`config.mk`:
```
export PLATFORM = sky130hd
export DESIGN_NAME = dm_ctrl
export DESIGN_NICKNAME = d
export VERILOG_FILES = /design/src/rtl/dm_pkg.sv /design/src/rtl/dm_lane.sv /design/src/rtl/dm_ctrl.sv
export SDC_FILE = /design/constraint.sdc
export NUM_CORES = 1
export LEC_CHECK = 0
export ABC_AREA = 0
export ABC_CLOCK_PERIOD_IN_PS = 13000
export BUFFER_PORTS_ARGS = -buffer_cell sky130_fd_sc_hd__buf_2
export CAP_MARGIN = 20
export CELL_PAD_IN_SITES_DETAIL_PLACEMENT = 0
export CELL_PAD_IN_SITES_GLOBAL_PLACEMENT = 1
export CORE_AREA = 2 2 126 128
export CTS_CLUSTER_SIZE = 28
export DETAILED_ROUTE_END_ITERATION = 10
export DIE_AREA = 0 0 128 130
export GPL_TIMING_DRIVEN = 0
export PLACE_DENSITY = 0.89
export SLEW_MARGIN = 15
export SYNTH_ARGS = -nofsm -noshare
export SYNTH_HDL_FRONTEND = slang
export SYNTH_SLANG_ARGS = --single-unit
```
`constraint.sdc`:
```
create_clock -name clk -period 13 [get_ports clk]
set_input_delay 3.9 -clock clk [delete_from_list [all_inputs] [get_ports clk]]
set_output_delay 3.9 -clock clk [all_outputs]
set_load 0.01 [all_outputs]
```
`src/rtl/dm_pkg.sv`:
```
// Shared encodings for the data-memory access controller: access types,
// FSM states and the alignment rule.
package dm_pkg;

  localparam logic [2:0] DM_WORD  = 3'b000;
  localparam logic [2:0] DM_HALF  = 3'b001;
  localparam logic [2:0] DM_HALFU = 3'b010;
  localparam logic [2:0] DM_BYTE  = 3'b011;
  localparam logic [2:0] DM_BYTEU = 3'b100;

  typedef enum logic [1:0] {
    ST_IDLE,
    ST_RD,
    ST_WR,
    ST_DONE
  } dm_state_e;

  // Unlisted encodings behave as full-word accesses.
  function automatic logic dm_is_word(input logic [2:0] t);
    case (t)
      DM_HALF, DM_HALFU, DM_BYTE, DM_BYTEU: return 1'b0;
      default:                              return 1'b1;
    endcase
  endfunction

  function automatic logic dm_misaligned(input logic [2:0] t, input logic [1:0] a);
    case (t)
      DM_HALF, DM_HALFU: return a[0];
      DM_BYTE, DM_BYTEU: return 1'b0;
      default:           return a != 2'b00;
    endcase
  endfunction

endpackage

```
`src/rtl/dm_lane.sv`:
```
// Combinational lane logic: extracts and extends a load lane from a memory
// word, and merges sub-word store data into a word for read-modify-write.
module dm_lane
  import dm_pkg::*;
(
  input  logic [31:0] word,
  input  logic [1:0]  a,
  input  logic [2:0]  dmtype,
  input  logic [31:0] wdata,
  output logic [31:0] ldata,
  output logic [31:0] merged
);

  logic [7:0]  byte_sel;
  logic [15:0] half_sel;

  always_comb begin
    byte_sel = word[{a, 3'b000} +: 8];
    half_sel = word[{a[1], 4'b0000} +: 16];
    ldata    = word;
    merged   = wdata;
    case (dmtype)
      DM_HALF: begin
        ldata  = {{16{half_sel[15]}}, half_sel};
        merged = word;
        merged[{a[1], 4'b0000} +: 16] = wdata[15:0];
      end
      DM_HALFU: begin
        ldata  = {16'h0000, half_sel};
        merged = word;
        merged[{a[1], 4'b0000} +: 16] = wdata[15:0];
      end
      DM_BYTE: begin
        ldata  = {{24{byte_sel[7]}}, byte_sel};
        merged = word;
        merged[{a, 3'b000} +: 8] = wdata[7:0];
      end
      DM_BYTEU: begin
        ldata  = {24'h000000, byte_sel};
        merged = word;
        merged[{a, 3'b000} +: 8] = wdata[7:0];
      end
      default: ;
    endcase
  end

endmodule

```
`src/rtl/dm_ctrl.sv`:
```
// Load/store controller in front of a word-wide data memory; sub-word stores
// are performed as read-modify-write.
//
// state   | meaning
// IDLE    | waiting for req; latches the request and checks alignment
// RD      | memory word addressed; load result or merged store word formed
// WR      | mem_we high for one cycle, memory writes on the negedge
// DONE    | ready pulse, misalign valid
module dm_ctrl
  import dm_pkg::*;
#(
  parameter int          AW        = 7,
  parameter logic [31:0] RST_RDATA = 32'h0000_0000
) (
  input  logic          clk,
  input  logic          rst,
  input  logic          req,
  input  logic          we,
  input  logic [2:0]    dmtype,
  input  logic [31:0]   addr,
  input  logic [31:0]   wdata,
  output logic          ready,
  output logic [31:0]   rdata,
  output logic          misalign,
  output logic          busy,
  output logic [AW-1:0] mem_addr,
  output logic [31:0]   mem_din,
  output logic          mem_we,
  input  logic [31:0]   mem_dout
);

  dm_state_e   state_q, state_d;
  logic        we_q, we_d;
  logic [2:0]  type_q, type_d;
  logic [1:0]  off_q, off_d;
  logic [31:0] wdata_q, wdata_d;
  logic        mis_q, mis_d;
  logic        mem_we_d;
  logic [AW-1:0] mem_addr_d;
  logic [31:0] mem_din_d, rdata_d;
  logic [31:0] lane_ldata, lane_merged;

  // Upper address bits alias onto the memory; they are intentionally dropped.
  logic addr_unused;
  assign addr_unused = ^addr[31:AW+2];

  dm_lane u_lane (
    .word   (mem_dout),
    .a      (off_q),
    .dmtype (type_q),
    .wdata  (wdata_q),
    .ldata  (lane_ldata),
    .merged (lane_merged)
  );

  assign ready    = (state_q == ST_DONE);
  assign misalign = (state_q == ST_DONE) && mis_q;
  assign busy     = (state_q != ST_IDLE);

  always_comb begin
    state_d    = state_q;
    we_d       = we_q;
    type_d     = type_q;
    off_d      = off_q;
    wdata_d    = wdata_q;
    mis_d      = mis_q;
    mem_we_d   = mem_we;
    mem_addr_d = mem_addr;
    mem_din_d  = mem_din;
    rdata_d    = rdata;
    case (state_q)
      ST_IDLE: begin
        if (req) begin
          we_d       = we;
          type_d     = dmtype;
          off_d      = addr[1:0];
          wdata_d    = wdata;
          mem_addr_d = addr[AW+1:2];
          mis_d      = dm_misaligned(dmtype, addr[1:0]);
          if (mis_d) begin
            state_d = ST_DONE;
          end else if (we && dm_is_word(dmtype)) begin
            mem_din_d = wdata;
            mem_we_d  = 1'b1;
            state_d   = ST_WR;
          end else begin
            state_d = ST_RD;
          end
        end
      end
      ST_RD: begin
        if (we_q) begin
          mem_din_d = lane_merged;
          mem_we_d  = 1'b1;
          state_d   = ST_WR;
        end else begin
          rdata_d = lane_ldata;
          state_d = ST_DONE;
        end
      end
      ST_WR: begin
        mem_we_d = 1'b0;
        state_d  = ST_DONE;
      end
      ST_DONE: begin
        mis_d   = 1'b0;
        state_d = ST_IDLE;
      end
      default: state_d = ST_IDLE;
    endcase
  end

  always_ff @(posedge clk or posedge rst) begin
    if (rst) begin
      state_q  <= ST_IDLE;
      we_q     <= 1'b0;
      type_q   <= DM_WORD;
      off_q    <= 2'b00;
      wdata_q  <= '0;
      mis_q    <= 1'b0;
      mem_we   <= 1'b0;
      mem_addr <= '0;
      mem_din  <= '0;
      rdata    <= RST_RDATA;
    end else begin
      state_q  <= state_d;
      we_q     <= we_d;
      type_q   <= type_d;
      off_q    <= off_d;
      wdata_q  <= wdata_d;
      mis_q    <= mis_d;
      mem_we   <= mem_we_d;
      mem_addr <= mem_addr_d;
      mem_din  <= mem_din_d;
      rdata    <= rdata_d;
    end
  end

endmodule

```
==> metrics.yaml, run 1 <==
status: "complete, no violations"
wire_per_inst_um: 21.4
path_buf_inv: 4
postCtsResizedCells: 0
cap_violations: 0
grt_util_all_layers: 0.270
drc: 0
drt_wl_total_um: 22300
clkTransAtPathRegs_ns: 0.05
cp.required_ns: 9.10
cts_root_buffer: "clkbuf_16"
ff2ff_path_depth: 9
synthCells: 662
min_period_ns: 5.73
die_w_um: 128
ioPinCount: 178
drive_above_1_share: 0.320
cp_slowest_stage_delay_ns: 0.43
cts_sinks: 113
synthFlopType: "dfrtp_1"
grt_max_degree: 71
worstHoldPathType: "reg -> reg"
post_cts_buffers: 0
rsz0062_at_grt: "no"
drt_iter0_drc: 599
clk_latency_ns: 0.43
cp_common_cell: "inv_1"
dp_hpwl_um: 16500
grt_pass1_wl_um: 33600
gp_congestion: 0.948
p_leak_uw: 0.00379
overflow: 0
synth-async-reset-ratio: 1.00
io_buffers: 153
synth_area_per_cell_sq_um: 9.96
syn-num-nets: 774
fillerInstances: 1426
fin_cells: 1040
dieArea_sq_um: 16600
first_global_vias: 5902
crit_path_cell_trace: "inv_1 -> ha_1 -> clkbuf_1 -> inv_1 -> buf_2"
coreArea_sq_um: 15400
start_kind: "register"
layout.nets: 947
initial_core_util: 0.428
synth_edf_count: 0
criticalPathCategory: "reg -> out"
cts_buffers: 17
setup_violations: 0
end_kind: "output pin"
peakVddDrop_uv: 107
dpl.cell_count: 1008
dieHeight_um: 130
first_pass_iters: 5
cts_htree_levels: 4
rows: 46
seq_area_frac_synth: 0.429
tns_ns: 0
vias_per_cell: 5.99
slew_violations: 0
areaGrowthSynthToFinish_pct: 25.3
num_vias: 6234
cts_tree: "done"
antenna_cells: 0
hold-path-cell-count: 1
netlist_area_sq_um: 6600
hold_violations: 0
path_max_fanout: 10
fin_crit_sh: 0.441
worstMarginPinSlew_ns: 1.04
ys.warnings.count: 0
crit_arrival_ns: 1.83
crit_cells: 5
clock_skew_ns: 0.00803
antenna_found_initial: 0
hold_buffers: 0
ys_ff_latch: 113
ant_nets: 0
cts.path.max_buffers: 2
critical-path-top-delay-family: "buffers and inverters"
slew_headroom: 0.306
cp_slowest_cell: "dfrtp_1"
ys_types: 66
power_density_nw_per_um2: 294
fmax_mhz: 174
cells in the mapped netlist, types with 3 or more instances:
library cell	n	area, sq um
inv_1	39	146
nand2_1	37	139
clkbuf_1	32	120
o21ai_0	46	230
a31oi_1	10	62.6
a32oi_1	15	131
o22ai_1	14	87.6
nor2b_1	9	56.3
nor2_1	36	135
a22oi_1	10	75.1
buf_2	13	65.1
nand3_1	11	55.1
o21a_1	8	60.1
mux2_2	54	608
a221o_1	16	160
nand2b_1	3	18.8
ha_1	9	113
o21ai_1	9	45.0
o211ai_1	11	82.6
dfrtp_1	113	2830
o2111ai_1	24	210
a21o_1	9	67.6
a32o_1	8	80.1
a2bb2oi_1	7	61.3
nor4b_1	3	26.3
buf_6	4	45.0
o221ai_1	7	61.3
mux2i_1	26	260
a21oi_1	31	155
final cells by class:
class | count | area, sq um | share of cell area
inverters | 40 | 155 | 0.0188
multi-input cells | 457 | 3370 | 0.408
well taps | 192 | 240 | 0.0291
repair buffers | 154 | 793 | 0.0960
flip-flops and latches | 113 | 2830 | 0.342
plain buffers | 52 | 245 | 0.0297
clock inverters | 9 | 154 | 0.0186
clock buffers | 23 | 478 | 0.0578
metrics by stage:
step / utilization / area, sq um / worst slack, ns / power, uW / hold WS (ns)
6_report: 0.536 / 8270 / 7.27 / 2430 / 0.489
5_1_grt: 0.536 / 8270 / 7.15 / 2590 / 0.517
3_5_place_dp: 0.495 / 7630 / 7.20 / 1910 / 0.484
4_1_cts: 0.536 / 8270 / 7.27 / 2420 / 0.496
2_1_floorplan: - / 6600 / 6.11 / 1510 / 0.462
3_3_place_gp: 0.493 / 7600 / 4.70 / 1890 / 0.472
routing by layer:
layer,wire [um],track usage
met2,10100,0.417
met5,0,0
met4,473,0.0957
met3,1850,0.0574
met1,9860,0.378
flip-flops by register name, indices dropped and copies added (netlist names), 2 cells and up:
signal	flops
mem_din	32
rdata	32
wdata_q	32
mem_addr	7
type_q	3
off_q	2
state_q	2
path summary, 6_finish.rpt:
kind,start,end,slack [ns]
worst max-delay path,state_q[1],busy,7.27
worst min-delay path,mem_din[30],mem_din[30],0.49
worst max register to register,state_q[1],rdata[21],10.00
worst min register to register,mem_din[30],mem_din[30],0.49
max in group asynchronous,rst,wdata_q[2],8.81
min in group asynchronous,rst,rdata[7],3.49
kinds of logic (layout without fill, tap and decap cells):
group	count (synthesis)	count (layout)	synth area share
compound gates	245	245	0.266
xor+xnor	1	1	0.00133
fa+ha+maj	10	10	0.0186
buf+inv	92	278	0.0600
flops	113	113	0.429
mux	81	81	0.133
simple gates	120	120	0.0920
layout by cell type (no fill, tap or decap), types with 10 or more instances in the layout:
cell type	Yosys	routed
a22oi_1	10	10
buf_2	13	166
nor2_1	36	36
nand3_1	11	11
a32oi_1	15	15
a21oi_1	31	31
o211ai_1	11	11
mux2i_1	26	26
mux2_2	54	54
o21ai_0	46	46
o22ai_1	14	14
clkbuf_1	32	35
a31oi_1	10	10
inv_1	39	38
dfrtp_1	113	113
o2111ai_1	24	24
a221o_1	16	16
nand2_1	37	37
clkbuf_16	0	17
power by group:
group          internal [uW]  total [uW]  switching, uW
clock network            335         501            166
logic                    521        1260            743
registers                529         668            139
total                   1390        2430           1050
(Power assumes the default switching activity.)
==> run 2: changes to the inputs <==
- ABC_CLOCK_PERIOD_IN_PS: 13000 -> 5900
- CORE_AREA: 2 2 126 128 -> 2 2 132 134
- DIE_AREA: 0 0 128 130 -> 0 0 134 136
- PLACE_DENSITY: 0.89 -> 0.82
- clock period: 13 -> 5.9 ns (I/O delays scaled with it)
==> metrics.yaml, run 2 (synthesis results as in run 1) <==
drive_above_1_share: 0.319  # was 0.320
crit_cells: 5  # unchanged
hold_buffers: 0  # unchanged
dpl.cell_count: 1041  # was 1008
slew_violations: 0  # unchanged
grt.busiest_layer: "met2"  # unchanged
rows: 48  # was 46
layout_common_cells: "166 x buf_2, 113 x dfrtp_1, 54 x mux2_2"  # unchanged
io_buffers: 153  # unchanged
slew_headroom: 0.306  # about the same
ant_nets: 0  # unchanged
cts_tree: "done"  # unchanged
die_w_um: 134  # was 128 um
dp_hpwl_um: 16800  # was 16500 um
setup_ws_ns: 2.31  # was 7.27 ns
coreArea_sq_um: 16900  # was 15400 sq um
crit_path_end: "busy"  # unchanged
grt_util_met2: 0.383  # was 0.417
num_vias: 6301  # was 6234
power_density_nw_per_um2: 647  # was 294 nW/um^2
crit_arrival_ns: 1.82  # was 1.83 ns
rr_endpoint: "rdata[16]"  # was rdata[21]
grt_pass1_wl_um: 34700  # was 33600 um
critical-path-top-delay-family: "buffers and inverters"  # unchanged
gp_congestion: 0.967  # was 0.948
clock_skew_ns: 0.00673  # was 0.00803 ns
ff2ff_setup_slack_ns: 2.98  # was 10.00 ns
setup_violations: 0  # unchanged
status: "complete, no violations"  # unchanged
grtUsageMet3: 0.0481  # was 0.0574
cts.path.max_buffers: 2  # unchanged
cp-startpoint: "state_q[1]"  # unchanged
min_period_ns: 3.59
antenna_cells: 0  # unchanged
fmax_mhz: 279
start_kind: "register"  # unchanged
cp_slowest_stage_delay_ns: 0.42  # was 0.43 ns
cts_buffers: 17  # unchanged
end_kind: "output pin"  # unchanged
whs_ns: 0.487  # was 0.489 ns
overflow: 0  # unchanged
ff2ff_path_depth: 9  # unchanged
drt_wl_total_um: 22700  # was 22300 um
first_pass_iters: 6  # was 5
p_total_uw: 5360  # was 2430 uW
crit_path_cell_trace: "inv_1 -> ha_1 -> clkbuf_1 -> inv_1 -> buf_2"  # unchanged
dieArea_sq_um: 18200  # was 16600 sq um
clkTransAtPathRegs_ns: 0.05  # about the same
fillerInstances: 1621  # was 1426
grt_use_met1: 0.362  # was 0.378
dieHeight_um: 136  # was 130 um
antenna_found_initial: 0  # unchanged
criticalPathCategory: "reg -> out"  # unchanged
grt_max_degree: 62  # was 71
areaGrowthSynthToFinish_pct: 25.8  # was 25.3%
cp_slowest_cell: "dfrtp_1"  # unchanged
post_cts_buffers: 0  # unchanged
initial_core_util: 0.391  # was 0.428
grt_util_all_layers: 0.252  # was 0.270
path_max_fanout: 10  # unchanged
cts_htree_levels: 4  # unchanged
cts_root_buffer: "clkbuf_16"  # unchanged
drt_iter0_drc: 775  # was 599
rr_startpoint: "state_q[1]"  # unchanged
drc: 0  # unchanged
p_leak_uw: 0.00378  # was 0.00379 uW
worstMarginPinSlew_ns: 1.04  # about the same
clk_latency_ns: 0.42  # was 0.43 ns
final_common_cell: "buf_2"  # unchanged
cp_common_cell: "inv_1"  # unchanged
fin_crit_sh: 0.608
top_regs: "mem_din: 32 flops, rdata: 32 flops, wdata_q: 32 flops"  # unchanged
hold_violations: 0  # unchanged
fin_cells: 1072  # was 1040
path_buf_inv: 4  # unchanged
worstHoldPathType: "reg -> reg"  # unchanged
layout.nets: 947  # unchanged
rsz0062_at_grt: "no"  # unchanged
postCtsResizedCells: 0  # unchanged
first_global_vias: 5842  # was 5902
cp.required_ns: 4.13  # was 9.10 ns
ioPinCount: 178  # unchanged
wire_per_inst_um: 21.1  # was 21.4 um
dp_slack_ns: 2.18  # was 7.20 ns
cts_sinks: 113  # unchanged
cap_violations: 0  # unchanged
vias_per_cell: 5.88  # was 5.99
peakVddDrop_uv: 261  # was 107 uV
## run 2: final cells by class
class | count | area (sq um) | area share
repair buffers | 154 | 793 | 0.0956
plain buffers | 52 | 245 | 0.0296
clock inverters | 9 | 156 | 0.0189
flip-flops and latches | 113 | 2830 | 0.341
well taps | 225 | 282 | 0.0339
multi-input cells | 457 | 3370 | 0.406
clock buffers | 22 | 464 | 0.0560
inverters | 40 | 155 | 0.0187
## run 2: worst min path at each step
| stage | startpoint | endpoint | slack (ns) | cells after the start |
|---|---|---|---|---|
| 3_5_place_dp | rdata[6] | rdata[6] | 0.48 | 2 |
| 4_1_cts | rdata[6] | rdata[6] | 0.49 | 2 |
| 5_1_grt | mem_addr[3] | mem_addr[3] | 0.51 | 1 |
| 6_report | mem_din[30] | mem_din[30] | 0.49 | 1 |
| 2_1_floorplan | mis_q | mis_q | 0.46 | 2 |
| 3_3_place_gp | rdata[4] | rdata[4] | 0.47 | 2 |
## run 2: metrics by stage
step / instance area [sq um] / setup TNS (ns) / util
final: 8300 / 0 / 0.492
after CTS: 8300 / 0 / 0.492
after detailed placement: 7670 / 0 / 0.455
after global placement: 7640 / -30.46 / 0.453
after floorplan: 6600 / 0 / -
after global routing: 8300 / 0 / 0.492
## run 2: report_power, final
part | switching (uW) | total, uW | internal (uW)
clock | 364 | 1090 | 725
sequential | 300 | 1470 | 1170
combinational | 1660 | 2810 | 1150
## run 2: routing by layer
metal | share of wire | wire [um]
met1 | 0.46 | 10400
met2 | 0.43 | 9830
met3 | 0.086 | 1950
met4 | 0.023 | 511
met5 | 0 | 0
==> run 3: changes to the inputs <==
- ABC_CLOCK_PERIOD_IN_PS: 5900 -> 3050
- CORE_AREA: 2 2 132 134 -> 2 2 139 141
- DIE_AREA: 0 0 134 136 -> 0 0 141 143
- PLACE_DENSITY: 0.82 -> 0.78
- clock period: 5.9 -> 3.05 ns (I/O delays scaled with it)
==> metrics.yaml, run 3 (synthesis results as in run 1) <==
status: "complete, no violations"  # unchanged
clkTransAtPathRegs_ns: 0.05  # about the same
slew_headroom: 0.330  # was 0.306
post_cts_buffers: 0  # unchanged
ff2ff_path_depth: 9  # unchanged
setup_ws_ns: 0.263  # was 2.31 ns
cp_common_cell: "inv_1"  # unchanged
cts_sinks: 113  # unchanged
top_regs: "mem_din: 32 flops, rdata: 32 flops, wdata_q: 32 flops"  # unchanged
cp.required_ns: 2.13  # was 4.13 ns
rr_startpoint: "state_q[1]"  # unchanged
grt_pass1_wl_um: 35600  # was 34700 um
cts.path.max_buffers: 2  # unchanged
slew_violations: 0  # unchanged
min_from: "mem_din[4]"  # was mem_din[30]
vias_per_cell: 5.78  # was 5.88
drive_above_1_share: 0.324  # was 0.319
p_leak_uw: 0.00383  # was 0.00378 uW
dieArea_sq_um: 20200  # was 18200 sq um
worstHoldPathType: "reg -> reg"  # unchanged
layout_common_cells: "166 x buf_2, 113 x dfrtp_1, 54 x mux2_2"  # unchanged
ff2ff_setup_slack_ns: 0.27  # was 2.98 ns
antenna_found_initial: 0  # unchanged
die_w_um: 141  # was 134 um
criticalPathCategory: "reg -> out"  # unchanged
min_period_ns: 2.79
dpl.cell_count: 1052  # was 1041
coreArea_sq_um: 18600  # was 16900 sq um
power_density_nw_per_um2: 1260  # was 647 nW/um^2
cp-startpoint: "state_q[1]"  # unchanged
dieHeight_um: 143  # was 136 um
dp_hpwl_um: 17700  # was 16800 um
cp_slowest_cell: "dfrtp_1"  # unchanged
clock_skew_ns: 0.0108  # was 0.00673 ns
cts_htree_levels: 4  # unchanged
cp_slowest_stage_delay_ns: 0.42  # about the same
rows: 50  # was 48
initial_core_util: 0.355  # was 0.391
drc: 0  # unchanged
cts_root_buffer: "clkbuf_16"  # unchanged
path_max_fanout: 10  # unchanged
overflow: 0  # unchanged
hold_violations: 0  # unchanged
setup_violations: 0  # unchanged
areaGrowthSynthToFinish_pct: 27.1  # was 25.8%
hold_buffers: 0  # unchanged
crit_path_cell_trace: "inv_1 -> ha_1 -> clkbuf_1 -> inv_1 -> buf_2"  # unchanged
layout.nets: 949  # was 947
fin_crit_sh: 0.914
first_global_vias: 5873  # was 5842
gp_congestion: 0.893  # was 0.967
hold-path-cell-count: 1  # unchanged
ioPinCount: 178  # unchanged
crit_arrival_ns: 1.87  # was 1.82 ns
num_vias: 6265  # was 6301
dp_slack_ns: 0.174  # was 2.18 ns
peakVddDrop_uv: 510  # was 261 uV
final_common_cell: "buf_2"  # unchanged
io_buffers: 153  # unchanged
wire_per_inst_um: 21.8  # was 21.1 um
drt_iter0_drc: 694  # was 775
end_kind: "output pin"  # unchanged
fin_cells: 1083  # was 1072
worstMarginPinSlew_ns: 1.00  # was 1.04 ns
fmax_mhz: 359
cts_buffers: 17  # unchanged
clk_latency_ns: 0.42  # about the same
ant_nets: 0  # unchanged
rsz0062_at_grt: "no"  # unchanged
start_kind: "register"  # unchanged
grt_util_all_layers: 0.236  # was 0.252
cap_violations: 0  # unchanged
drt_wl_total_um: 23600  # was 22700 um
first_pass_iters: 5  # was 6
cts_tree: "done"  # unchanged
antenna_cells: 0  # unchanged
grt_max_degree: 34  # was 62
-- run 3: final timing paths --
path                                to
hold / removal              mem_din[4]
setup reg to reg             rdata[24]
min in group asynchronous     rdata[1]
hold reg to reg             mem_din[4]
setup / recovery                  busy
max in group asynchronous  mem_addr[2]
-- run 3: layout make-up --
type                    count  area, sq um
fillers                  1846        10200
multi-input cells         457         3380
flip-flops and latches    113         2830
repair buffers            156          826
clock buffers              22          484
well taps                 234          293
plain buffers              52          245
clock inverters             9          178
inverters                  40          154
-- run 3: critical path, delay by kind of cell, from the launching register on --
| kind | cells | cell delay, ns |
|---|---|---|
| adder cells (fa/ha/maj) | 1 | 0.21 |
| buffers and inverters | 4 | 0.83 |
| flip-flops | 1 | 0.42 |
-- run 3: metal layers --
| metal | global-route usage | share of wire |
|---|---|---|
| met5 | 0 | 0 |
| met4 | 0.0689 | 0.018 |
| met3 | 0.0594 | 0.087 |
| met2 | 0.348 | 0.44 |
| met1 | 0.340 | 0.46 |
-- run 3: timing repair --
item                       CTS  global route
gates resized for setup      0             1
setup endpoints to repair    0            10
hold endpoints to repair     0             0
-- run 3: stage by stage --
| stage | instance area, sq um | TNS [ns] | total power [uW] | hold WS, ns | utilization |
|---|---|---|---|---|---|
| 6_report | 8380 | 0 | 10600 | 0.498 | 0.451 |
| 3_3_place_gp | 7660 | -8.52 | 8150 | 0.484 | 0.412 |
| 5_1_grt | 8380 | 0 | 11200 | 0.522 | 0.451 |
| 3_5_place_dp | 7720 | 0 | 8240 | 0.491 | 0.415 |
| 2_1_floorplan | 6600 | 0 | 6420 | 0.462 | - |
| 4_1_cts | 8380 | 0 | 10500 | 0.503 | 0.451 |
-- run 3: where the power goes --
part | switching, uW | internal (uW) | total (uW)
sequential | 597 | 2260 | 2850
clock | 709 | 1530 | 2240
combinational | 3240 | 2230 | 5460
total | 4540 | 6010 | 10600
